--- src/rtl/rejestr_uniwersalny.sv ---
// Universal shift register: parallel load, multi-bit serial shift left/right with per-edge fill.
// Optional rotate support is enabled by defining REJESTR_ROTACJA_EN.
module rejestr_uniwersalny #(
  parameter int unsigned W  = 8,
  parameter int unsigned CW = $clog2(W + 1)
) (
  input  logic          CLK,
  input  logic          RST,
  input  logic          START,
  input  logic [1:0]    S,
  input  logic [CW-1:0] N,
  input  logic          ROT,
  input  logic          SIR,
  input  logic          SIL,
  input  logic [W-1:0]  I,
  output logic [W-1:0]  Q,
  output logic          SOUT,
  output logic          BUSY,
  output logic          DONE
);

  typedef enum logic {
    IDLE,
    SHIFT
  } state_t;

  state_t        state, state_nx;
  logic [W-1:0]  q_r, q_nx;
  logic          sout_r, sout_nx;
  logic          done_r, done_nx;
  logic [CW-1:0] count_r, count_nx;
  logic          left_r, left_nx;
  logic [CW-1:0] n_sat;
  logic          out_bit;
  logic          fill_bit;
  logic [W-1:0]  shifted;

`ifdef REJESTR_ROTACJA_EN
  logic rot_r, rot_nx;
`else
  logic rot_unused;
  assign rot_unused = ROT;
`endif

  assign n_sat = (N > CW'(W)) ? CW'(W) : N;

  // Fill is taken from the live serial inputs on every shift edge, not latched at START.
  always_comb begin
    out_bit = left_r ? q_r[W-1] : q_r[0];
`ifdef REJESTR_ROTACJA_EN
    fill_bit = rot_r ? out_bit : (left_r ? SIL : SIR);
`else
    fill_bit = left_r ? SIL : SIR;
`endif
    shifted = left_r ? {q_r[W-2:0], fill_bit} : {fill_bit, q_r[W-1:1]};
  end

  always_comb begin
    state_nx = state;
    q_nx     = q_r;
    sout_nx  = sout_r;
    done_nx  = 1'b0;
    count_nx = count_r;
    left_nx  = left_r;
`ifdef REJESTR_ROTACJA_EN
    rot_nx   = rot_r;
`endif
    case (state)
      IDLE: begin
        if (START) begin
          case (S)
            2'b11: begin
              q_nx    = I;
              done_nx = 1'b1;
            end
            2'b01, 2'b10: begin
              if (n_sat == '0) begin
                done_nx = 1'b1;
              end else begin
                left_nx  = S[1];
`ifdef REJESTR_ROTACJA_EN
                rot_nx   = ROT;
`endif
                count_nx = n_sat;
                state_nx = SHIFT;
              end
            end
            default: done_nx = 1'b1;
          endcase
        end
      end
      SHIFT: begin
        q_nx     = shifted;
        sout_nx  = out_bit;
        count_nx = count_r - CW'(1);
        if (count_r == CW'(1)) begin
          state_nx = IDLE;
          done_nx  = 1'b1;
        end
      end
      default: state_nx = IDLE;
    endcase
  end

  always_ff @(posedge CLK) begin
    if (RST) begin
      state   <= IDLE;
      q_r     <= '0;
      sout_r  <= 1'b0;
      done_r  <= 1'b0;
      count_r <= '0;
      left_r  <= 1'b0;
`ifdef REJESTR_ROTACJA_EN
      rot_r   <= 1'b0;
`endif
    end else begin
      state   <= state_nx;
      q_r     <= q_nx;
      sout_r  <= sout_nx;
      done_r  <= done_nx;
      count_r <= count_nx;
      left_r  <= left_nx;
`ifdef REJESTR_ROTACJA_EN
      rot_r   <= rot_nx;
`endif
    end
  end

  assign Q    = q_r;
  assign SOUT = sout_r;
  assign DONE = done_r;
  assign BUSY = (state == SHIFT);

endmodule

--- config.mk ---
export PLATFORM = sky130hd
export DESIGN_NAME = rejestr_uniwersalny
export DESIGN_NICKNAME = d
export VERILOG_FILES = /design/src/rtl/rejestr_uniwersalny.sv
export SDC_FILE = /design/constraint.sdc
export NUM_CORES = 1
export LEC_CHECK = 0
export CAP_MARGIN = 5
export CORE_MARGIN = 4
export CORE_UTILIZATION = 37
export CTS_CLUSTER_SIZE = 20
export DETAILED_ROUTE_END_ITERATION = 10
export PLACE_DENSITY = 0.78
export SLEW_MARGIN = 20
export SYNTH_ARGS = -nofsm -noshare
export SYNTH_HDL_FRONTEND = slang
export SYNTH_SLANG_ARGS = --single-unit
--- constraint.sdc ---
create_clock -name CLK -period 1.5 [get_ports CLK]
set_input_delay 0.375 -clock CLK [delete_from_list [all_inputs] [get_ports CLK]]
set_output_delay 0.375 -clock CLK [all_outputs]
set_load 0.005 [all_outputs]
==> metrics.cfg, run 1 <==
[layout]
syn2layout_area_growth_pct=58.1
fillers=213
num_antenna_cells=0
design_area_um2=1430
drive_gt1_share_pct=28.6
nNetsFinal=178

[power]
clkPwrFrac_pct=25.4
p_int_uw=825
p_seq_share_pct=42.0
power_frac_comb_pct=32.6
cellPowerDensity_nw_per_um2=830
leakage_nw=0.615
peakVddDrop_uv=576
switching_share_pct=30.3
p_sw_uw=359

[synth]
synth_top_area_share_pct=35.5
ys_seq_area_share_pct=35.5
netlist_area_um2=902
avgSynthCellArea_um2=8.67
synth_mux_area_share_pct=9.99
synth.distinct_cells=28
ys_ff_latch=16
synth_simple_gate_area_share_pct=16.5
synth_top_family_by_area=compound AO/OA/AOI/OAI gates
yosysWarningCount=0
synth_compound_area_share_pct=26.6
synth_adder_area_share_pct=4.16
synthXorXnorAreaFrac_pct=1.94
synth_largest_area_cell=dfxtp_1
synth_fp_nets=127
synthTopCellsByArea=dfxtp_1 (36%), mux2i_1 (10%), a211o_1 (7.8%)
syn_inst=104

[clock_tree]
cts_tree=yes
cts_made_buffers=3
cts-root-buf=clkbuf_4
clock_sinks=16
ctsLongestPathBuffers=2
cts.htree.levels=1
clk_latency_ns=0.30
cts_hold_buffers=0
clk_pin_slew_worst_paths_ns=0.10

[sta]
grt_setup_unrepaired=false
fmax_ghz=0.705
finClkSkew_ns=0.00259
period_share_pct=94.6
worst_slew_pin_slew_ns=0.364
max_slew_margin_pct=75.4
hold_viol=0
drv_slew=0
period_needed_ns=1.42
layout_setup_ws_ns=0.0816
final-setup-viol-count=0
hold_slack_ns=0.502

[detailed_routing]
vias=1022
viasPerCell=5.62
wirelength_um=2950
ant_nets=0
drt_iter0_drc=35
firstDrtPassIters=4
drc_errors=0
wl_per_cell_um=16.2

[global_route]
grt_remaining_overflow=0
grt.total_usage_pct=19.2
grt_pass1_vias=1053
antenna_found_initial=0
grt_pass1_wl_um=4920
grt_max_degree=17

[worst_setup_path]
cp_data_arrival_time_ns=1.64
cp_common_cell=a21oi_1
worst_setup_path_start_kind=input port
r2r_cells=6
cpMaxStageDelayCell=clkdlybuf4s50_1
crit_fanout=16
required_ns=1.72
worstSetupEndpointType=flip-flop
critical_path_class=input port to flip-flop
crit_chain=clkdlybuf4s50_1 -> a21oi_1 -> buf_4 -> a211o_1 -> a21oi_1
max_stage_delay_ns=0.56

[placement]
pre_cts_ws_ns=-0.363
gp_congestion=0.788
portBuffers=29
dp_hpwl_um=1930
placed_cell_area_um2=1300

[run_status]
outcome=complete, no violations

[floorplanning]
io_pins=31
dieArea_um2=3290
die_width_um=57.4
die-height_um=57.4
rows=17
coreArea_um2=2280
initial_utilization_pct=39.6

[min_path]
min_path_cells=2
hold_class=flip-flop to flip-flop

[flow_run]
maxCapViolations=0

[cells by family after synthesis]
group	after synthesis
XOR/XNOR	2
AO/OA/AOI/OAI	36
adder cells (fa/ha/maj)	3
flip-flops	16
multiplexers	9
AND/OR/NAND/NOR	28
buffers and inverters	10
[cell usage after synthesis, drive strengths merged]
cell and instances:
and3b 1, o21ai 3, a31oi 3, o41ai 1
nor3 1, a21oi 14, o211ai 1, ha 3
nor2 11, a211o 8, nand2b 1, a221o 1
inv 3, o31ai 1, nor2b 1, a221oi 2
buf 4, mux2i 9, or4b 1, dfxtp 16
nor4bb 1, nor4 1, or2 1, a211oi 2
nand2 9, xnor2 2, clkbuf 3
[through the flow]
stage / setup TNS [ns] / power, mW / std cells / utilization (%)
3_3_place_gp: -3.22 / 0.848 / 169 / 57.3
6_report: 0 / 1.18 / 182 / 62.7
5_1_grt: 0 / 1.26 / 182 / 62.7
2_1_floorplan: 0 / 0.685 / 104 / -
4_1_cts: 0 / 1.18 / 182 / 62.6
3_5_place_dp: -3.48 / 0.861 / 169 / 57.3
[critical path, delay by kind of cell]
family	cells	cell delay [ns]
AO/OA/AOI/OAI	3	0.52
buffers and inverters	2	0.75
[cells in the final DEF, fill, tap and decap left out, types with 6 or more instances in the layout]
| master | count |
|---|---|
| nand2_1 | 8 |
| dfxtp_2 | 10 |
| dfxtp_1 | 6 |
| clkdlybuf4s50_1 | 12 |
| a21oi_1 | 13 |
| buf_4 | 23 |
| a211o_1 | 8 |
| mux2i_1 | 9 |
| nor2_1 | 11 |
| dlygate4sd2_1 | 16 |
[state kept, by name (all words and copies together) (netlist names)]
register and flops:
Q 8, count_r 4, BUSY 1, DONE 1, SOUT 1, left_r 1
[worst paths after layout]
path	slack [ns]	start	to
worst min register to register	0.50	SOUT	SOUT
worst max register to register	0.13	BUSY	Q[6]
worst max-delay path	0.08	START	Q[6]
worst min-delay path	0.50	SOUT	SOUT
[timing repair]
action	in CTS	in global routing
pin swaps	8	0
buffers inserted	9	0
endpoints found under the setup margin	15	1
resized for setup	31	1
[metal layers]
metal,vias up,wire (µm),global-route usage (%)
li1,485,-,-
met5,-,0,0
met2,54,1600,35.6
met4,0,36,3.64
met3,4,197,5.43
met1,479,1110,21.7
[power groups by stage]
stage | sequential, mW | clock (mW) | combinational (mW)
6_report | 0.497 | 0.301 | 0.386
5_1_grt | 0.502 | 0.332 | 0.421
4_1_cts | 0.496 | 0.309 | 0.380
3_5_place_dp | 0.510 | 0 | 0.352
3_3_place_gp | 0.508 | 0 | 0.340
2_1_floorplan | 0.505 | 0 | 0.180
[area by class of cell]
cell class                      count  area, µm²  area share [%]
Multi-Input combinational cell     78        554            38.9
Timing Repair Buffer               53        457            32.0
Sequential cell                    16        333            23.3
Clock buffer                        4       36.3            2.54
Tap cell                           28       35.0            2.46
Inverter                            3       11.3           0.789
Power figures use the tool's default switching activity.
==> run 2: changes to the inputs <==
--- a/config.mk
+++ b/config.mk
@@ -8,9 +8,10 @@
 export CAP_MARGIN = 5
 export CORE_MARGIN = 4
 export CORE_UTILIZATION = 37
+export CTS_CLUSTER_DIAMETER = 80
 export CTS_CLUSTER_SIZE = 20
 export DETAILED_ROUTE_END_ITERATION = 10
-export PLACE_DENSITY = 0.78
+export PLACE_DENSITY = 0.75
 export SLEW_MARGIN = 20
 export SYNTH_ARGS = -nofsm -noshare
 export SYNTH_HDL_FRONTEND = slang
==> constraint.sdc (replaced) <==
create_clock -name CLK -period 1.7 [get_ports CLK]
set_input_delay 0.425 -clock CLK [delete_from_list [all_inputs] [get_ports CLK]]
set_output_delay 0.425 -clock CLK [all_outputs]
set_load 0.005 [all_outputs]
==> metrics.cfg, run 2 (same netlist as run 1, synthesis figures left out) <==
[detailed_routing]
viasPerCell=5.34
wl_per_cell_um=13.5
firstDrtPassIters=4
drc_errors=0
drt_iter0_drc=7
ant_nets=0
vias=908
wirelength_um=2300

[clock_tree]
cts.htree.levels=1
ctsLongestPathBuffers=2
clk_latency_ns=0.28
cts_tree=yes
cts_hold_buffers=0
cts_made_buffers=3
clock_sinks=16
clk_pin_slew_worst_paths_ns=0.10
cts-root-buf=clkbuf_4

[power]
leakage_nw=0.482
peakVddDrop_uv=410
p_total_uw=993
cellPowerDensity_nw_per_um2=749

[worst_setup_path]
cpMaxStageDelayCell=clkdlybuf4s50_1
required_ns=1.27
worstSetupEndpointType=output port
reg2reg_slack_ns=0.37
crit_buf_inv=1
regToRegEndpoint=Q[7]
critical_path_class=flip-flop to output port
cp_data_arrival_time_ns=1.21
crit_family=buffers and inverters
crit_fanout=4
r2r_cells=3
crit_chain=clkdlybuf4s50_1
max_stage_delay_ns=0.52
worst_setup_path_start_kind=flip-flop
r2r-start=left_r

[placement]
placed_cell_area_um2=1280
pre_cts_ws_ns=-0.218
dp_hpwl_um=1820
portBuffers=29
gp_congestion=0.795
dp.cells=166

[floorplanning]
rows=17
die_width_um=57.4
io_pins=31
initial_utilization_pct=39.6
dieArea_um2=3290
coreArea_um2=2280
die-height_um=57.4

[sta]
hold_viol=0
final-setup-viol-count=0
finClkSkew_ns=0.00388
max_slew_margin_pct=62.7
drv_slew=0
period_share_pct=96.2
period_needed_ns=1.63
fmax_ghz=0.612
worst_slew_pin_slew_ns=0.559
layout_setup_ws_ns=0.0654
grt_setup_unrepaired=false

[layout]
final_cell_mix=clkdlybuf4s50_1 (29), a21oi_1 (14), dfxtp_1 (13)
final_common_cell=clkdlybuf4s50_1
design_area_um2=1330
largest_reg_flops=8
syn2layout_area_growth_pct=47.0
layout.cells.non_filler=170
fillers=214
final_core_utilization_pct=58.3
num_antenna_cells=0
nNetsFinal=166
drive_gt1_share_pct=15.5

[global_route]
grt.total_usage_pct=15.6
grt_pass1_vias=964
grt_remaining_overflow=0
grt_max_degree=17
antenna_found_initial=0
grt_pass1_wl_um=4210

[flow_run]
maxCapViolations=0

[min_path]
hold_end=Q[2]
hold_class=flip-flop to flip-flop
min_path_cells=2
hold_path.startpoint=Q[2]

[run_status]
outcome=complete, no violations

[run 2: worst max-delay path by stage]
stage	from	end	slack (ns)	cells after the start
6_report	Q[7]	Q[7]	0.07	1
5_1_grt	Q[3]	Q[3]	0.003	1
4_1_cts	Q[7]	Q[7]	0.04	1
3_5_place_dp	S[1]	left_r	-0.22	5
3_3_place_gp	S[1]	left_r	-0.21	5
2_1_floorplan	S[0]	left_r	0.22	4
[run 2: area by class of cell]
class / instances / area, µm² / area share, %
Sequential cell: 16 / 324 / 24.4
Multi-Input combinational cell: 78 / 539 / 40.7
Timing Repair Buffer: 41 / 380 / 28.7
Clock buffer: 4 / 36.3 / 2.74
Tap cell: 28 / 35.0 / 2.64
Inverter: 3 / 11.3 / 0.849
[run 2: stage by stage]
step                setup TNS [ns]  hold slack (ns)
global route                     0            0.527
global placement            -0.763            0.480
finish                           0            0.492
CTS                              0            0.502
floorplan                        0            0.476
detailed placement           -1.01            0.487
[run 2: power breakdown]
group	internal, mW	leakage, nW	total [mW]	switching (mW)
combinational	0.171	0.328	0.290	0.119
clock	0.130	0.0210	0.251	0.121
sequential	0.411	0.133	0.452	0.0410
[run 2: routing by layer]
layer  routed length (µm)  up-vias  GRT usage [%]
met2                 1150       19           26.1
li1                     -      457              -
met1                  997      430           19.4
met4                   14        0           4.30
met5                    0        -              0
met3                  139        2           4.52
[run 2: timing repair]
| item | CTS | global route |
|---|---|---|
| endpoints found under the hold margin | 0 | 0 |
| gates resized for setup | 1 | 3 |
| endpoints found under the setup margin | 1 | 3 |
| buffers inserted | 0 | 0 |
| gates cloned | 0 | 0 |
==> run 3: changes to the inputs <==
--- a/config.mk
+++ b/config.mk
@@ -6,7 +6,7 @@
 export NUM_CORES = 1
 export LEC_CHECK = 0
 export CAP_MARGIN = 5
-export CORE_MARGIN = 4
+export CORE_MARGIN = 5
 export CORE_UTILIZATION = 37
 export CTS_CLUSTER_DIAMETER = 80
 export CTS_CLUSTER_SIZE = 20
==> metrics.cfg, run 3 (same netlist as run 1, synthesis figures left out) <==
[worst_setup_path]
cpMaxStageDelayCell=clkdlybuf4s50_1
crit_chain=clkdlybuf4s50_1
cp_data_arrival_time_ns=1.21
r2r_cells=3
max_stage_delay_ns=0.53
worstSetupEndpointType=output port
crit_start=Q[2]
worst_setup_path_start_kind=flip-flop
required_ns=1.27
crit_buf_inv=1
crit_family=buffers and inverters
critical_path_class=flip-flop to output port
crit_fanout=4
regToRegEndpoint=Q[2]
reg2reg_slack_ns=0.36
r2r-start=left_r

[global_route]
grt_pass1_wl_um=3960
grt_remaining_overflow=0
grt_max_degree=17
antenna_found_initial=0
grt.total_usage_pct=14.1
grt_pass1_vias=938

[floorplanning]
dieArea_um2=3530
initial_utilization_pct=39.6
die-height_um=59.4
coreArea_um2=2280
rows=17
die_width_um=59.4
io_pins=31

[detailed_routing]
wl_per_cell_um=13.6
drc_errors=0
vias=905
viasPerCell=5.39
wirelength_um=2280
firstDrtPassIters=4
drt_iter0_drc=16
ant_nets=0

[sta]
max_slew_margin_pct=62.8
tns_ns=0
fmax_ghz=0.611
hold_viol=0
period_needed_ns=1.64
worst_slew_pin_slew_ns=0.557
period_share_pct=96.3
hold_slack_ns=0.495
drv_slew=0
final-setup-viol-count=0
finClkSkew_ns=0.00248

[power]
cellPowerDensity_nw_per_um2=713
peakVddDrop_uv=457
leakage_nw=0.469

[clock_tree]
cts_setup_buffers=0
ctsLongestPathBuffers=2
clock_sinks=16
cts.htree.levels=1
clk_pin_slew_worst_paths_ns=0.09
cts-root-buf=clkbuf_4
cts_made_buffers=3
cts_tree=yes
clk_latency_ns=0.28

[layout]
syn2layout_area_growth_pct=45.2
drive_gt1_share_pct=12.9
num_antenna_cells=0
final_common_cell=clkdlybuf4s50_1
final_cell_mix=clkdlybuf4s50_1 (29), dfxtp_1 (15), a21oi_1 (14)
largest_reg_flops=8
fillers=200
nNetsFinal=165

[min_path]
hold_end=Q[5]
min_path_cells=2
hold_class=flip-flop to flip-flop
hold_path.startpoint=Q[5]

[placement]
gp_congestion=0.755
portBuffers=29
dp_hpwl_um=1730

[run_status]
outcome=complete, no violations

[flow_run]
maxCapViolations=0

==> run 3: changes by cell type in the layout (fill, tap and decap cells not counted), sizes merged <==
cell    previous run  this run
buf               12        11
clkbuf             4         3
==> run 3: layout make-up <==
cell class                      instances  area, µm²  share of cell area, %
Sequential cell                        16        322                   24.5
Multi-Input combinational cell         78        547                   41.7
Tap cell                               28       35.0                   2.67
Timing Repair Buffer                   40        373                   28.5
Clock buffer                            3       22.5                   1.72
Inverter                                3       11.3                  0.860
==> run 3: power breakdown <==
part,internal [mW],switching [mW]
Clock,0.0820,0.112
Sequential,0.410,0.0404
Combinational,0.172,0.119
Total,0.664,0.271
==> run 3: routing by layer <==
layer	GRT usage [%]	wire, µm	part of all wire [%]	up-vias
met5	0	0	0	-
met4	3.88	8	0.35	0
met3	3.05	105	4.6	2
met2	24.0	1110	48	19
met1	17.8	1070	47	431
li1	-	-	-	453
==> run 3: how the worst max path moves through the flow <==
stage,endpoint,slack (ns),cells past startpoint
finish,Q[2],0.06,1
global route,count_r[3],-0.009,4
CTS,Q[7],0.05,1
detailed placement,BUSY,-0.23,5
global placement,left_r,-0.21,5
floorplan,left_r,0.22,4
==> run 3: stage by stage <==
| stage | total power [mW] | instance area, µm² | setup slack (ns) | util [%] | instances |
|---|---|---|---|---|---|
| global route | 0.992 | 1310 | -0.00903 | 57.6 | 168 |
| finish | 0.935 | 1310 | 0.0631 | 57.6 | 168 |
| floorplan | 0.605 | 902 | 0.219 | - | 104 |
| detailed placement | 0.745 | 1270 | -0.233 | 56.0 | 165 |
| CTS | 0.943 | 1300 | 0.0495 | 57.0 | 168 |
| global placement | 0.740 | 1270 | -0.209 | 56.0 | 165 |
==> run 3: what timing repair did <==
action | CTS | global route
endpoints found under the setup margin | 1 | 1
gates resized for setup | 1 | 1
hold buffers | 0 | 0
pin swaps | 0 | 1
==> edit: new RTL, flow settings as in run 1 <==
Build with the macro `REJESTR_ROTACJA_EN` defined.
--- a/src/rtl/rejestr_uniwersalny.sv
+++ b/src/rtl/rejestr_uniwersalny.sv
@@ -1,5 +1,7 @@
 // Universal shift register: parallel load, multi-bit serial shift left/right with per-edge fill.
 // Optional rotate support is enabled by defining REJESTR_ROTACJA_EN.
+`define REJESTR_ROTACJA_EN
+
 module rejestr_uniwersalny #(
   parameter int unsigned W  = 8,
   parameter int unsigned CW = $clog2(W + 1)
Formal check against the unedited RTL: not equivalent (Yosys sat finds a counterexample within 4 cycles, from zero or initial values and one cycle with RST high).
==> edit against run 1 <==
  * The flow now finishes with violations (negative setup slack)
  * Critical path depth up 1
  * Sequential cell count up 1
  * Routed wire length up 10%
  * Via count up 5.3%
  * Synthesized area up 6.4%
  * Combinational power up 11%
  * Total power up 3.4%
  * Sequential power up 8.7%
  * Worst hold slack better by 0.019 ns
  * Die area up 5.5%
  * Worst setup slack worse by 0.088 ns
  * Fmax down 5.8%
  * Synthesized cell count up 1.9%
  * Final area up 9.4%
  * Critical path type unchanged
==> edit: results (changes against run 1) <==
metric;value;unit;change
status;finished with violations;;
violations;negative setup slack;;
place_ws;-0.470;ns;-0.107 ns
via_per_inst;5.69;;+1.4%
fin_setup_tns;-0.0108;ns;-0.0108 ns
synth_area_leaders;dfxtp_1 (35%), a211oi_1 (13%), mux2i_1 (9.4%), and3_1 (5.2%), ha_1 (3.9%);;
cp-endpoint;Q[2]$_SDFFE_PP0P_;;
startpoint;S[1];;
io_buffers;30;;+3.4%
avgSynthCellArea;9.05;um^2;+4.4%
grt_start_max_net_pins;18;;+1
vias;1076;;+5.3%
vdd.ir_drop.worst;0.000422;V;-27%
pwr-share-comb;34.9;%;+2.3 points
hold_class;reg2reg;;
yosysSeqAreaShare;35.5;%;-0.043 points
tightestPinTransition;0.559;ns;+0.195 ns
r2r_cells;5;;-1
detail_route.iter0.violations;49;;+40%
critical_path.max_fanout;6;;-10
power_density;784;mW/mm^2;-5.5%
setup_ws;-0.00644;ns;-0.0880 ns
dpl.cell_count;178;;+5.3%
placed_area;0.00142;mm^2;+8.5%
reg2reg_from;count_r[1]$_SDFFE_PP0P_;;
finalSetupViolCount;2;;+2
regToRegEndpoint;DONE$_SDFF_PP0_;;
netlist_top_cells_count;a211oi_1 (17), dfxtp_1 (17), mux2i_1 (9), and3_1 (8), o21ai_0 (5);;
place_congestion;0.815;;+3.4%
drive_above_1_share;35.8;%;+7.3 points
cts_buffers;3;;unchanged
grt_pass1_wl;5260;um;+7.0%
routed_wl;3250;um;+10%
timing.hold.ws;0.521;ns;+0.0189 ns
reg2reg_slack;0.04;ns;-0.09 ns
post_cts_resized;32;;+3.2%
grt_usage;19.7;%;+0.51 points
clockPowerShare;21.0;%;-4.4 points
arrival;1.68;ns;+0.04 ns
yosysUniqueCellTypes;32;;+14%
p_int;0.841;mW;+1.9%
[edit: cell count changes after synthesis, moves of 5 or more]
cell	before	now
a21oi_1	14	3
a211o_1	8	0
a211oi_1	2	17
nand2_1	9	4
and3_1	0	8
nor2_1	11	3
[edit: cell families after synthesis]
logic type,synth area share (%)
AO/OA/AOI/OAI,24.8
AND/OR/NAND/NOR,18.3
flip-flops,35.5
buffers and inverters,4.95
multiplexers,11.7
adder cells (fa/ha/maj),3.91
XOR/XNOR,0.913
[edit: metal layers]
layer | wire, um | GRT usage [%] | up-vias
met5 | 0 | 0 | -
met4 | 55 | 9.39 | 0
met3 | 146 | 3.29 | 6
met2 | 1630 | 31.9 | 33
met1 | 1420 | 25.4 | 518
li1 | - | - | 519
[edit: area by class of cell]
type,count,area (um^2)
tap,30,37.5
timing repair buffer,57,490
multi-input combinational,77,638
sequential,17,353
fill,209,917
inverter,4,15.0
clock buffer,4,26.3
